[src/rtl/lsu_mem_initiator.sv]
// Load/store initiator for the word-indexed data memory: one LOAD/STORE at a time, IDLE->ISSUE(->CAPTURE->WB).
// Optional range check on the word index is enabled with `define LSU_RANGE_CHECK_EN (adds the err port).
module lsu_mem_initiator #(
    parameter logic [5:0] LOAD      = 6'b000100,
    parameter logic [5:0] STORE     = 6'b000101,
    parameter int         MEM_DEPTH = 8
) (
    input  logic        clock,
    input  logic        reset,
    input  logic        req_valid,
    output logic        req_ready,
    input  logic [5:0]  req_opc,
    input  logic [31:0] req_addr,
    input  logic [31:0] req_wdata,
    input  logic [4:0]  req_rd,
    output logic [31:0] mem_address,
    output logic [31:0] mem_datain,
    output logic [5:0]  mem_opc,
    output logic        mem_wea,
    input  logic [31:0] mem_dataout,
    output logic        wb_valid,
    output logic [4:0]  wb_rd,
    output logic [31:0] wb_data,
    output logic        busy
`ifdef LSU_RANGE_CHECK_EN
    ,
    output logic        err
`endif
);

    typedef enum logic [1:0] {
        IDLE,
        ISSUE,
        CAPTURE,
        WB
    } state_t;

    localparam logic [31:0] ADDR_LIMIT = 32'(MEM_DEPTH);

    state_t      state_q;
    state_t      state_d;
    logic        is_load_q;
    logic [4:0]  rd_q;

    logic        accept;
    logic        is_mem_op;
    logic        addr_below_limit;
    logic        addr_ok;
    logic        start_access;

    assign req_ready        = (state_q == IDLE);
    assign busy             = (state_q != IDLE);
    assign accept           = req_valid && req_ready;
    assign is_mem_op        = (req_opc == LOAD) || (req_opc == STORE);
    assign addr_below_limit = (req_addr < ADDR_LIMIT);

`ifdef LSU_RANGE_CHECK_EN
    logic reject_access;
    assign addr_ok       = addr_below_limit;
    assign reject_access = accept && is_mem_op && !addr_ok;
`else
    // Without the check every index goes to the memory unchanged.
    logic unused_range;
    assign unused_range = addr_below_limit;
    assign addr_ok      = 1'b1;
`endif

    assign start_access = accept && is_mem_op && addr_ok;

    // NOTE: sequential state uses non-blocking assignments so every register samples pre-edge values.
    always_ff @(posedge clock) begin
        if (reset) begin
            state_q <= IDLE;
        end else begin
            state_q <= state_d;
        end
    end

    // NOTE: next state gets a default before the case so no path leaves it unassigned (no latch).
    always_comb begin
        state_d = state_q;
        unique case (state_q)
            IDLE:    if (start_access) state_d = ISSUE;
            ISSUE:   state_d = is_load_q ? CAPTURE : IDLE;
            CAPTURE: state_d = WB;
            WB:      state_d = IDLE;
            default: state_d = IDLE;
        endcase
    end

    // Memory controls are registered so they are stable for the whole ISSUE cycle.
    always_ff @(posedge clock) begin
        if (reset) begin
            mem_address <= '0;
            mem_datain  <= '0;
            mem_opc     <= '0;
            mem_wea     <= 1'b0;
            wb_valid    <= 1'b0;
            wb_rd       <= '0;
            wb_data     <= '0;
            is_load_q   <= 1'b0;
            rd_q        <= '0;
`ifdef LSU_RANGE_CHECK_EN
            err         <= 1'b0;
`endif
        end else begin
            wb_valid <= 1'b0;
`ifdef LSU_RANGE_CHECK_EN
            err      <= (state_q == IDLE) && reject_access;
`endif
            unique case (state_q)
                IDLE: begin
                    if (start_access) begin
                        mem_address <= req_addr;
                        mem_datain  <= req_wdata;
                        mem_opc     <= req_opc;
                        mem_wea     <= (req_opc == STORE);
                        is_load_q   <= (req_opc == LOAD);
                        rd_q        <= req_rd;
                    end
                end
                ISSUE: begin
                    mem_opc <= '0;
                    mem_wea <= 1'b0;
                end
                CAPTURE: begin
                    wb_data  <= mem_dataout;
                    wb_rd    <= rd_q;
                    wb_valid <= 1'b1;
                end
                default: begin
                end
            endcase
        end
    end

endmodule

[config.mk]
export PLATFORM = sky130hd
export DESIGN_NAME = lsu_mem_initiator
export DESIGN_NICKNAME = d
export VERILOG_FILES = /design/src/rtl/lsu_mem_initiator.sv
export SDC_FILE = /design/constraint.sdc
export NUM_CORES = 1
export LEC_CHECK = 0
export CORE_ASPECT_RATIO = 1.75
export CORE_MARGIN = 2
export CORE_UTILIZATION = 36
export CTS_CLUSTER_SIZE = 24
export DETAILED_ROUTE_END_ITERATION = 7
export PLACE_DENSITY = 0.77
export SYNTH_ARGS = -nofsm -noshare
export SYNTH_HDL_FRONTEND = slang
export SYNTH_SLANG_ARGS = --single-unit
export TNS_END_PERCENT = 5
[constraint.sdc]
create_clock -name clock -period 1.3 [get_ports clock]
set_input_delay 0.195 -clock clock [delete_from_list [all_inputs] [get_ports clock]]
set_output_delay 0.195 -clock clock [all_outputs]
set_load 0.05 [all_outputs]
Word-level counts from Yosys, hierarchy flattened
Cells that the tools add are included.

Register bits: 117. Latch bits: 0. Memory bits (writable): 0. ROM bits: 0. Input bits: 110. Output and inout port bits: 111. Word-level logic and storage cells: 32. Memories: 0.

Add/sub/neg operators: 0. Multipliers: 0. Div/mod/pow operators: 0. Order comparisons: 0. Eq/ne operators: 6. Shifts and indexed selects: 0. Multiplexer cells: 8. Bitwise gates (word level): 0. Reduce and logical (&&, ||, !) cells: 8.

Operator list (count): == test 6 x 3 -> 1 bit, second input constant (2); one-hot mux 6 bit (2 select lines) (1); one-hot mux 2 bit (4 select lines) (1); 2-to-1 mux 6 bit (1); == test 2 bit, second input constant (2); 2-to-1 mux 2 bit (2); AND reduction 2 bit (2); nonzero test 2 bit (2); == test 2 x 1 -> 1 bit, second input constant (1); logical AND 1 bit (2); logical NOT 2 bit (1); 2-to-1 mux 1 bit (2); != test 2 x 1 -> 1 bit, second input constant (1); one-hot mux 1 bit (2 select lines) (1); logical OR 1 bit (1).

Longest topological paths before layout
Gate-level depths: netlist of the first run.

Word-level depth: 5. Mapped depth: 5. Depth with buffers taken out: 3.

Least setup slack after synthesis of the first run
OpenSTA, ideal clock, no wires.

Kind: register -> output. Start: register (tool-made name). End: output busy. Data arrival time: 1.471 ns. Data required time: 1.105 ns. Slack: -0.366 ns. Cell stages (with the launch flop): 3. Buffers on the path: 0. Cell sequence: dfxtp_1 -> nor2_1 -> inv_1.

RTL lines: to (decl) (line 24) `output logic busy`.

Worst setup path in the final report of the first run
Start: register state_q[0]. End: register mem_datain[17].

Word-level cells in the longest chain between the ends: 4.

Ends and longest elaborated chain: from (decl) (line 40) `state_t state_q;`; from (signal assigned) (line 75) `state_q <= state_d;`; logical NOT 2 bit * (line 51, 111); logical AND 1 bit (line 53) `assign accept = req_valid && req_ready;`; logical AND 1 bit (line 68) `assign start_access = accept && is_mem_op && addr_ok;`; AND reduction 2 bit (no source line) *; to (signal assigned) (line 115) `mem_datain <= req_wdata;`; to (decl) (line 17) `output logic [31:0] mem_datain,`.

Every way passes the cells marked *; elsewhere a longest branch is shown, timed or not. A chain may end at the register's enable or synchronous reset.

==> impl_metrics.csv, run 1 <==
group,metric,value,unit
run_status,status,"complete, but fails checks",
run_status,violations,"negative setup slack",
route,drtIter0Drc,244,
worst_setup_path,worstPathRequired,1.59,ns
worst_setup_path,crit_path_start_kind,"flop",
placed_design,pre_cts_ws,-0.721,ns
logic_synthesis,synthCells,517,
sta,drv_slew,0,
logic_synthesis,syn_nets,627,
placed_design,dp_hpwl,10700,um
pwr,clock_power_share,0.534,
sta,worst_slack,-0.287,ns
sta,slew-limit-headroom,0.739,
sta,fin_worst_skew,0.00626,ns
job,cap_viol_max_count,0,
layout,final_cell_area,0.00880,mm2
worst_setup_path,cpMaxStageDelayCell,"or4b_4",
logic_synthesis,synth_seq_area_share,0.542,
route,firstDrtPassIters,5,
clock_network,cts_buffer_depth,2,
sta,setup_viol,80,
global_route,antenna_found_initial,0,
global_route,grt_pass1_vias,4992,
floorplan,core,0.0119,mm2
logic_synthesis,synth_ff_type,"dfxtp_1",
sta,rsz0062_at_grt,"true",
floorplan,die_x,86.8,um
route,detail_route.wl_per_cell,19.1,um
pwr,intPower,7.53,mW
worst_setup_path,r2r_setup_slack,-0.29,ns
sta,fin_crit_sh,1.22,
logic_synthesis,ys_ff_latch,117,
worst_setup_path,end_kind,"flop",
clock_network,cts_hold_buf,0,
layout,layout-drive-gt1-share,0.282,
worst_setup_path,worst-setup-path-type,"reg2reg",
sta,finalCriticalPeriod,1.59,ns
logic_synthesis,syn-cell-area,0.00432,mm2
logic_synthesis,yosys_warnings,0,
pwr,power,9.59,mW
route,routed_wl,17000,um
worst_setup_path,cp_max_fo,17,
clock_network,clock_latency,0.41,ns
logic_synthesis,async_flop_share,0,
clock_network,root_buffer,"clkbuf_16",
worst_setup_path,path_cells,"or4b_4, clkbuf_16, o21ai_1, a21oi_1",
worst_setup_path,crit_arrival,1.87,ns
global_route,gr-total-overflow,0,
worst_setup_path,cpPeakStageDelay,0.64,ns
pwr,p_per_area,1090,mW/mm2
placed_design,placed_area,0.00781,mm2
clock_network,cts.clk_slew.worst_paths,0.06,ns
sta,worstMarginPinSlew,0.390,ns
pwr,switchingPower,2.07,mW
route,drc,0,
clock_network,cts_sinks,117,
floorplan,start_util,0.364,
pwr,p_seq_frac,0.378,
pwr,p_leak,3.18,nW
route,vias,4900,
sta,hold_viol_final,0,
global_route,grt_max_degree,58,
logic_synthesis,synth_cell_types,22,
layout,syn2layout_area_growth,104,%
route,routed_via_density,5.51,
placed_design,port_buffers,220,
clock_network,cts_tree,"yes",
global_route,grt_pass1_wl,25600,um
pwr,netSwitchingFraction,0.215,
global_route,grt_use_total,0.258,
floorplan,die_h,149,um
logic_synthesis,synth_edf_count,0,
layout,nets,849,
route,drtAntennaViolNets,0,
pwr,pwr-share-comb,0.088,
clock_network,cts_buffers,17,
placed_design,gp_congestion,0.789,
floorplan,placementRows,53,
sta,fmax,630,MHz
floorplan,die_area,0.0129,mm2
pwr,max-vdd-ir-drop,953,uV
clock_network,htreeDepth,4,
hold_path,hold_path_class,"in2reg",
floorplan,io_pins,221,
layout,n_antenna_cell,0,
logic_synthesis,postSynthAreaPerCell,8.36,um2
state kept, by name, indices dropped and copies added, names as in the netlist, named ones only:
register and count:
is_load_q 1, mem_address 32, mem_datain 32, mem_opc 6, mem_wea 1, rd_q 5, state_q 1, wb_data 32
wb_rd 5, wb_valid 1
per-layer routing:
| metal | up-vias | share of wire | wire, um | global-route usage |
|---|---|---|---|---|
| li1 | 2240 | - | - | - |
| met1 | 2333 | 0.33 | 5650 | 0.263 |
| met2 | 266 | 0.55 | 9370 | 0.461 |
| met3 | 61 | 0.068 | 1150 | 0.0703 |
| met4 | 0 | 0.050 | 847 | 0.142 |
| met5 | - | 0 | 0 | 0 |
metrics by stage:
stage | setup TNS (ns) | util | hold slack [ns] | cells
2_1_floorplan | -8.20 | - | 0.331 | 517
3_3_place_gp | -47.82 | 0.658 | 0.439 | 848
3_5_place_dp | -50.10 | 0.658 | 0.449 | 848
4_1_cts | -14.50 | 0.729 | 0.127 | 886
5_1_grt | -21.03 | 0.741 | 0.170 | 889
6_report | -17.33 | 0.741 | 0.139 | 889
placed cells by master (no fill, tap or decap), types with 3 or more instances in the layout:
cell type          n
buf_4             19
nand2_1           76
nand3_1           68
buf_16             4
o21ai_2           21
clkinvlp_4         3
bufinv_16          5
o21ai_1           49
buf_6              3
buf_12           119
dfxtp_1          116
clkinv_2           3
and3_1             4
nor2_1             3
clkdlybuf4s50_1  108
a21oi_1          106
clkbuf_16         19
power by group through the flow:
| stage | clock network (mW) | registers, mW | logic (mW) |
|---|---|---|---|
| final | 5.12 | 3.62 | 0.848 |
| after floorplan | 0 | 3.74 | 0.200 |
| after global routing | 5.36 | 3.62 | 0.879 |
| after global placement | 0 | 3.70 | 0.710 |
| after detailed placement | 0 | 3.70 | 0.721 |
| after CTS | 5.18 | 3.62 | 0.802 |
final cells by class:
type                    instances  area [um2]
repair buffers                255        3800
fillers                       786        3070
flip-flops and latches        117        2340
multi-input cells             345        1820
clock buffers                  19         443
clock inverters                13         205
well taps                     137         171
inverters                       3        11.3
cells by family after synthesis:
group,count (synthesis),share of synthesized area
AND/OR/NAND/NOR,162,0.171
flip-flops,117,0.542
buffers and inverters,55,0.0701
AO/OA/AOI/OAI,183,0.217
synth_stat cells (2+ instances only):
cell,count,area share
dfxtp_1,117,0.54
a21oi_1,108,0.13
nand2_1,76,0.066
nand3_1,70,0.081
o21ai_1,69,0.080
buf_2,29,0.034
clkbuf_1,15,0.013
buf_6,8,0.021
nor2_1,5,0.0043
and3_1,4,0.0058
inv_1,3,0.0026
nor4b_1,2,0.0041
or4b_1,2,0.0046
final timing paths:
check,from,endpoint,cells past startpoint
worst max-delay path,state_q[0]$_SDFFE_PP0P_,mem_datain[17]$_SDFFE_PP0P_,4
worst min-delay path,reset,mem_wea$_SDFFE_PP0P_,3
worst max register to register,state_q[0]$_SDFFE_PP0P_,mem_datain[17]$_SDFFE_PP0P_,4
worst min register to register,rd_q[3]$_SDFFE_PP0P_,wb_rd[3]$_SDFFE_PP0P_,2
timing repair:
item                       in CTS  in global routing
gates cloned                    4                  2
hold endpoints to repair        0                  0
pin swaps                       5                  1
setup endpoints to repair      80                101
resized for setup              18                 21
setup buffers                   2                  1
worst max-delay path, delay by kind of cell (launching register included):
family,cells,cell delay (ns)
simple gates,1,0.64
flops,1,0.34
buf+inv,1,0.25
compound gates,2,0.24
Note: power is estimated with default switching activity, not from simulation.
==> run 2, diff against run 1 <==
CORE_MARGIN = not set   (was 2)
==> run 2 against run 1 <==
Compared with the run above: the run ends with design-rule violations, negative setup slack left; die area fell by 3.6%; hold slack is essentially flat; combinational power is essentially flat; register-to-register slack better by 0.05 ns; worst setup slack improved by 0.052 ns; count of clock-buffer cells in the layout is 2 higher; total power decreased by 4.0%; first-iteration DRC count fell by 13%.
==> impl_metrics.csv, run 2 (synthesis results as in run 1) <==
group,metric,value,unit
run_status,status,"complete, but fails checks",
run_status,violations,"design-rule violations, negative setup slack",
worst_setup_path,end_kind,"flop",
route,detail_route.wl_per_cell,18.1,um
global_route,grt_pass1_vias,4796,
pwr,p_leak,3.19,nW
placed_design,dp_hpwl,10400,um
worst_setup_path,crit_path_start_kind,"flop",
floorplan,die_x,84.8,um
placed_design,port_buffers,220,
worst_setup_path,cp_max_fo,5,
clock_network,root_buffer,"clkbuf_16",
worst_setup_path,path_cells,"buf_6, nor4b_4, buf_6, buf_12, clkbuf_16, nand3_1, a21oi_1",
layout,final.fill_count,706,
global_route,grt_max_degree,59,
worst_setup_path,crit_arrival,1.86,ns
floorplan,start_util,0.371,
sta,hold_viol_final,0,
worst_setup_path,crit_path_frequent_cell,"buf_6",
worst_setup_path,path_delay_family,"buffers and inverters",
worst_setup_path,worst-setup-path-type,"reg2reg",
sta,rsz0062_at_grt,"true",
layout,largestRegisters,"mem_address (32), mem_datain (32), wb_data (32)",
layout,syn2layout_area_growth,106,%
global_route,met3_usage,0.0697,
sta,finalCriticalPeriod,1.53,ns
layout,layout_common_cells,"123 x buf_12, 115 x dfxtp_1, 106 x clkdlybuf4s50_1, 90 x a21oi_1, 75 x nand2_1",
floorplan,die_h,147,um
global_route,use_met1,0.233,
clock_network,htreeDepth,4,
clock_network,cts_sinks,117,
pwr,p_per_area,1040,mW/mm2
sta,hold_ws,0.139,ns
hold_path,hold_path_class,"in2reg",
global_route,busiest_layer,"met2",
clock_network,cts_buffer_depth,2,
placed_design,gp_congestion,0.780,
floorplan,core,0.0116,mm2
sta,slew-limit-headroom,0.773,
worst_setup_path,worstPathRequired,1.63,ns
route,drtIter0Drc,212,
clock_network,cts_buffers,17,
floorplan,io_pins,221,
layout,utilization,0.764,
job,cap_viol_max_count,0,
global_route,grt_pass1_wl,23700,um
global_route,grtUsageMet2,0.458,
global_route,antenna_found_initial,1,
route,drtAntennaViolNets,0,
global_route,grt_use_total,0.246,
sta,drv_slew,0,
clock_network,cts.clk_slew.worst_paths,0.05,ns
route,vias,4708,
pwr,max-vdd-ir-drop,967,uV
worst_setup_path,timing.critical_path.buf_inv,4,
layout,layout-drive-gt1-share,0.311,
route,routed_wl,16000,um
sta,fin_worst_skew,0.00958,ns
worst_setup_path,cpPeakStageDelay,0.32,ns
sta,setup_viol,80,
route,firstDrtPassIters,8,
layout,nets,848,
global_route,gr-total-overflow,0,
sta,worstMarginPinSlew,0.340,ns
worst_setup_path,cpMaxStageDelayCell,"dfxtp_2",
sta,setup_tns,-10.17,ns
route,routed_via_density,5.32,
sta,fmax,652,MHz
floorplan,placementRows,52,
layout,final_common_cell,"buf_12",
route,drc,15,
sta,fin_crit_sh,1.18,
clock_network,clock_latency,0.41,ns
clock_network,cts_tree,"yes",
floorplan,die_area,0.0125,mm2
sta,worst_slack,-0.235,ns
clock_network,cts_hold_buf,0,
-- run 2: changes by cell type in the layout (fill, tap and decap cells not counted), moves of 5 or more --
| cell | before | now |
|---|---|---|
| a21oi_2 | 2 | 18 |
| a21oi_1 | 106 | 90 |
| buf_4 | 19 | 13 |
| nand3_2 | 2 | 9 |
| nand3_1 | 68 | 59 |
| o21ai_1 | 49 | 54 |
-- run 2: final cells by class --
cell class                      instances  area, um2  share of cell area
Timing Repair Buffer                  254       3830               0.431
Clock buffer                           21        480              0.0540
Inverter                                3       11.3             0.00127
Tap cell                              135        169              0.0190
Antenna cell                            1       2.50            0.000281
Sequential cell                       117       2340               0.264
Multi-Input combinational cell        345       1930               0.217
Clock inverter                          9        126              0.0142
-- run 2: through the flow --
step	power [mW]	setup WS [ns]	area (um2)	std cells
floorplan	3.94	-0.118	4320	517
global placement	4.41	-0.653	7850	846
detailed placement	4.42	-0.707	7850	846
CTS	9.22	-0.180	8590	878
global route	9.50	-0.292	8890	885
finish	9.21	-0.235	8890	885
-- run 2: routing by layer --
layer	wire length [um]	vias up
li1	-	2241
met1	5410	2219
met2	8990	202
met3	962	46
met4	680	0
met5	0	-
-- run 2: power by group --
| part | internal [mW] | total, mW | switching [mW] | leakage (nW) |
|---|---|---|---|---|
| Sequential | 3.61 | 3.62 | 0.0178 | 0.944 |
| Clock | 3.18 | 4.74 | 1.56 | 0.301 |
| Combinational | 0.481 | 0.845 | 0.365 | 1.95 |
| Total | 7.27 | 9.21 | 1.94 | 3.19 |
-- run 2: worst paths after layout --
kind	start	cells past startpoint	end	slack, ns
setup reg to reg	flop	7	mem_datain[10]$_SDFFE_PP0P_	-0.23
hold / removal	reset	3	mem_wea$_SDFFE_PP0P_	0.14
setup / recovery	flop	7	mem_datain[10]$_SDFFE_PP0P_	-0.23
hold reg to reg	rd_q[2]$_SDFFE_PP0P_	2	wb_rd[2]$_SDFFE_PP0P_	0.45
-- run 2: tightest hold or removal path, cell delays in order --
cell and delay [ns]:
buf_4 0.14, a2111o_1 0.11, o21ai_1 0.05
-- run 2: timing repair --
action                     4_1_cts  5_1_grt
gates cloned                     1        5
resized for setup               26       45
setup buffers                    1        1
setup endpoints to repair       80       80
pin swaps                        1       12
